===== config.mk =====
export PLATFORM = sky130hd
export DESIGN_NAME = inta_sequencer
export DESIGN_NICKNAME = d
export VERILOG_FILES = /design/src/rtl/inta_sequencer_pkg.sv /design/src/rtl/sync_2ff.sv /design/src/rtl/inta_sequencer.sv
export SDC_FILE = /design/constraint.sdc
export NUM_CORES = 1
export LEC_CHECK = 0
export BUFFER_PORTS_ARGS = -buffer_cell sky130_fd_sc_hd__buf_2
export CAP_MARGIN = 20
export CORE_UTILIZATION = 40
export DETAILED_ROUTE_END_ITERATION = 8
export MAX_ROUTING_LAYER = met4
export PLACE_DENSITY = 0.68
export SYNTH_ARGS = -nofsm -noshare
export SYNTH_HDL_FRONTEND = slang
export SYNTH_SLANG_ARGS = --single-unit
export TNS_END_PERCENT = 20

===== constraint.sdc =====
create_clock -name clk -period 1.79 [get_ports clk]
set_input_delay 0.0895 -clock clk [delete_from_list [all_inputs] [get_ports clk]]
set_output_delay 0.0895 -clock clk [all_outputs]
set_load 0.005 [all_outputs]

===== src/rtl/inta_sequencer_pkg.sv =====
// ============================================================================
// inta_sequencer_pkg : shared types and constants for the INTA sequencer
//                      and PIC-side blocks.
// Revision: 1.0
// ============================================================================
`default_nettype none

package inta_sequencer_pkg;

  typedef enum logic [2:0] {
    ST_IDLE     = 3'd0,
    ST_PULSE1   = 3'd1,
    ST_GAP      = 3'd2,
    ST_PULSE2   = 3'd3,
    ST_HOLD     = 3'd4,
    ST_COOLDOWN = 3'd5
  } state_t;

  localparam int PULSE_CYCLES_DEFAULT = 4;
  localparam int GAP_CYCLES_DEFAULT   = 2;
  localparam int CNT_W                = 4;

  // Acknowledge polarity shared with the PIC side.
  localparam logic INTA_ACTIVE = 1'b0;

  // A timed state lasting N cycles counts N-1 down to 0.
  function automatic logic [CNT_W-1:0] cnt_load(input int cycles);
    return CNT_W'(cycles - 1);
  endfunction

endpackage

`default_nettype wire


===== src/rtl/sync_2ff.sv =====
// ============================================================================
// sync_2ff : two-flop synchronizer for asynchronous level inputs.
// Revision: 1.0
// ============================================================================
`default_nettype none

module sync_2ff #(
  parameter int WIDTH = 1
) (
  input  logic             clk,
  input  logic             rst_n,
  input  logic [WIDTH-1:0] d_i,
  output logic [WIDTH-1:0] q_o
);

  logic [WIDTH-1:0] meta_q;
  logic [WIDTH-1:0] sync_q;

  always_ff @(posedge clk or negedge rst_n) begin
    if (!rst_n) begin
      meta_q <= '0;
      sync_q <= '0;
    end else begin
      meta_q <= d_i;
      sync_q <= meta_q;
    end
  end

  assign q_o = sync_q;

endmodule

`default_nettype wire


===== src/rtl/inta_sequencer.sv =====
// ============================================================================
// inta_sequencer : issues the paired INTA pulses to the PIC, captures the
//                  vector on the second pulse and hands it to the CPU core.
// Revision: 1.0
// ============================================================================
`default_nettype none

module inta_sequencer
  import inta_sequencer_pkg::*;
#(
  parameter int PULSE_CYCLES = PULSE_CYCLES_DEFAULT,
  parameter int GAP_CYCLES   = GAP_CYCLES_DEFAULT
) (
  input  logic       clk,
  input  logic       rst_n,
  input  logic       INT,
  input  logic       IE,
  input  logic [7:0] D,
  output logic       INTA,
  output logic [7:0] VEC,
  output logic       VEC_VALID,
  input  logic       VEC_READY,
  output logic       BUSY,
  output logic       SPURIOUS
);

  localparam logic [CNT_W-1:0] c_pulse_load = cnt_load(PULSE_CYCLES);
  localparam logic [CNT_W-1:0] c_gap_load   = cnt_load(GAP_CYCLES);

  logic             int_s;
  state_t           state_q;
  logic [CNT_W-1:0] cnt_q;
  logic             inta_q;
  logic [7:0]       vec_q;
  logic             valid_q;
  logic             spur_q;
  logic             busy_q;
  logic             cnt_done;

  sync_2ff #(
    .WIDTH (1)
  ) u_int_sync (
    .clk   (clk),
    .rst_n (rst_n),
    .d_i   (INT),
    .q_o   (int_s)
  );

  assign cnt_done = (cnt_q == '0);

  // Once PULSE1 is entered the sequence always completes both pulses so the
  // PIC's internal pulse counter stays paired; INT and IE are ignored until
  // the FSM is back in IDLE.
  always_ff @(posedge clk or negedge rst_n) begin
    if (!rst_n) begin
      state_q <= ST_IDLE;
      cnt_q   <= '0;
      inta_q  <= ~INTA_ACTIVE;
      vec_q   <= 8'h00;
      valid_q <= 1'b0;
      spur_q  <= 1'b0;
      busy_q  <= 1'b0;
    end else begin
      case (state_q)
        ST_IDLE: begin
          if (int_s && IE) begin
            state_q <= ST_PULSE1;
            cnt_q   <= c_pulse_load;
            inta_q  <= INTA_ACTIVE;
            busy_q  <= 1'b1;
          end
        end

        ST_PULSE1: begin
          if (cnt_done) begin
            state_q <= ST_GAP;
            cnt_q   <= c_gap_load;
            inta_q  <= ~INTA_ACTIVE;
          end else begin
            cnt_q <= cnt_q - 1'b1;
          end
        end

        ST_GAP: begin
          if (cnt_done) begin
            state_q <= ST_PULSE2;
            cnt_q   <= c_pulse_load;
            inta_q  <= INTA_ACTIVE;
            spur_q  <= ~int_s;
          end else begin
            cnt_q <= cnt_q - 1'b1;
          end
        end

        ST_PULSE2: begin
          // Vector is sampled while INTA is still low; the PIC has been
          // driving it since the second falling edge.
          if (cnt_done) begin
            state_q <= ST_HOLD;
            inta_q  <= ~INTA_ACTIVE;
            vec_q   <= D;
            valid_q <= 1'b1;
          end else begin
            cnt_q <= cnt_q - 1'b1;
          end
        end

        ST_HOLD: begin
          if (VEC_READY) begin
            state_q <= ST_COOLDOWN;
            cnt_q   <= c_gap_load;
            valid_q <= 1'b0;
          end
        end

        ST_COOLDOWN: begin
          if (cnt_done) begin
            state_q <= ST_IDLE;
            busy_q  <= 1'b0;
          end else begin
            cnt_q <= cnt_q - 1'b1;
          end
        end

        default: begin
          state_q <= ST_IDLE;
          cnt_q   <= '0;
          inta_q  <= ~INTA_ACTIVE;
          valid_q <= 1'b0;
          busy_q  <= 1'b0;
        end
      endcase
    end
  end

  assign INTA      = inta_q;
  assign VEC       = vec_q;
  assign VEC_VALID = valid_q;
  assign SPURIOUS  = spur_q;
  assign BUSY      = busy_q;

endmodule

`default_nettype wire

==> metrics.csv <==
metric,value,unit
start_kind,flop,
worst-path-buf-inv,1,
clockRootBuffer,clkbuf_4,
grt_pass1_wl,3560,um
top_usage_layer,met2,
wire_per_inst,13.6,um
hold_viol,0,
fin_worst_skew,0.00611,ns
required,2.02,ns
r2r_setup_slack,0.15,ns
end_kind,flop,
r2r_end,cnt_q[1]$_DFFE_PN0P_,
synthArstFlopShare,100,%
finalMaxSlewViolations,0,
place_congestion,0.871,
crit_chain,"inv_1, ha_2, or3b_4, a211oi_2, a21oi_1, o21ai_1",
nNetsFinal,138,
io_pins,25,
clock_sinks,21,
synthFlopType,dfrtp_1,
synth-seq-cells,21,
met3_usage,3.74,%
placed_area,1200,um^2
crit_type,flop to flop,
core-area,2480,um^2
ys_top_cells_by_area,"dfrtp_1 48%, mux2_4 12%, o21ai_0 4.3%",
path_max_fanout,8,
routed_wl,2080,um
antenna_found_initial,0,
cellPowerDensity,1710,nW/um^2
synthDominantCellAreaShare,48.0,%
via_count,807,
synth_cell_types,35,
seq_area_frac_synth,50.5,%
final_cell_mix,"24 x buf_2, 20 x dfrtp_1, 9 x o21ai_0",
ant_nets,0,
grt_max_degree,22,
status,"finished, final reports clean",
netlist_instances,93,
r2r-start,cnt_q[0]$_DFFE_PN0P_,
rsz0062_at_grt,false,
r2r_cells,6,
ir_worst_vdd,1250,uV
antenna_cells,0,
insertion_delay,0.30,ns
design_area,1270,um^2
whs_path_depth,2,
syn_nets,107,
crit_path_top_delay_cell,or3b_4,
synth_edf_count,0,
cp.arrival,1.87,ns
drc,0,
fin_crit_sh,91.4,%
first_global_vias,775,
overflow,0,
holdPathEnd,VEC[5]$_DFFE_PN0P_,
yosysWarnings,0,
fp.dieW,53.1,um
fin_hold_ws,0.0122,ns
htree_levels,1,
synth_top_cell_by_area,dfrtp_1,
std_cell_rows,18,
max_clock_freq,611,MHz
firstDrtPassIters,4,
path_clk_slew,0.11,ns
portBuffers,24,
drt_iter0_drc,5,
cts_tree,built,
cts_setup_buffers,0,
tightest_slew,0.469,ns
synthToLayoutAreaGrowth,21.9,%
utilization,51.4,%
avgSynthCellArea,11.2,um^2
grt.total_usage,18.3,%
dieHeight,53.1,um
clockBufferDepth,2,
hold_class,primary input to flop,
synth_area,1040,um^2
slew_headroom,68.7,%
critPathTopFamily,simple AND/OR/NAND/NOR gates,
initial_core_util,42.1,%
finalSetupViolCount,0,
grtUsageMet1,24.0,%
hp-start,D[5],
power,2.18,mW
routed_via_density,5.27,
cts_inserted_buffers,3,
drive_gt1_share,39.0,%
period_needed,1.64,ns
die-area,2820,um^2
final_common_cell,buf_2,
max_cap_violations,0,
grtUsageMet2,27.6,%
hpwl,1490,um
leakage,0.602,nW
cpPeakStageDelay,0.45,ns
finalSetupTns,0,ns
## per-stage QoR
stage                     worst slack [ns]  instances
after detailed placement            0.0288        146
final                                0.154        153
after CTS                          0.00805        152
after global routing                0.0384        153
after global placement               0.102        146
after floorplan                      0.158         93
## what timing repair did
action                                 in CTS  in global routing
hold buffers                                2                  1
gates resized for setup                     0                  5
setup endpoints to repair                   0                 12
endpoints found under the hold margin      21                  1
## report_power, final
part	switching [mW]	internal, mW	total (mW)
Clock	0.136	0.0867	0.223
Sequential	0.145	0.695	0.840
Combinational	0.528	0.586	1.11
Total	0.809	1.37	2.18
## per-layer routing
layer	wire length, um	vias to the layer above
met3	80	6
li1	-	388
met2	993	19
met5	0	-
met1	970	394
met4	31	0
## cell type report
cell class                 count  area, um^2
multi-input combinational     64         490
inverter                       3        11.3
clock buffer                   4        26.3
fill                         238        1200
timing repair buffer          31         180
tap                           30        37.5
sequential                    21         527
## cells in the mapped netlist, types with 2 or more instances
master and count:
mux2_4 8, dfrtp_1 20, a21oi_1 7, inv_1 3
nand2_1 6, o211ai_1 2, o21ai_0 9, nor2_1 6
clkbuf_1 3, nand2b_1 4
## cell families (layout without fill, tap and decap cells)
group	count (synthesis)	in the layout	share of synthesized area, %
AOI/OAI and AO/OA	28	28	17.6
and+or+nand+nor	24	24	12.7
DFF	21	21	50.5
muxes	9	9	12.6
buffers and inverters	8	38	3.72
xor gates and xnor gates	2	2	1.68
adders and majority gates	1	1	1.20
## worst reg2reg max path: stages (launching register included)
cell      delay (ns)
dfrtp_1         0.39
inv_1           0.09
ha_2            0.23
or3b_4          0.45
a211oi_2        0.23
a21oi_1         0.06
o21ai_1         0.12
## sequential cells by signal, summed over array words and instances (netlist names)
name and count:
VEC 8, VEC_VALID 1, cnt_q 4, SPURIOUS 1, INTA 1, u_int_sync.meta_q 1, state_q 3, BUSY 1
u_int_sync.q_o 1
## worst max path at each step
stage	start	end	depth (start not counted)
floorplan	cnt_q[0]$_DFFE_PN0P_	SPURIOUS$_DFFE_PN0P_	6
global placement	cnt_q[0]$_DFFE_PN0P_	VEC[3]$_DFFE_PN0P_	5
detailed placement	cnt_q[0]$_DFFE_PN0P_	SPURIOUS$_DFFE_PN0P_	5
CTS	cnt_q[0]$_DFFE_PN0P_	VEC[6]$_DFFE_PN0P_	5
global route	cnt_q[0]$_DFFE_PN0P_	VEC_VALID$_DFFE_PN0P_	6
finish	cnt_q[0]$_DFFE_PN0P_	cnt_q[1]$_DFFE_PN0P_	6
Power figures use the tool's default switching activity.
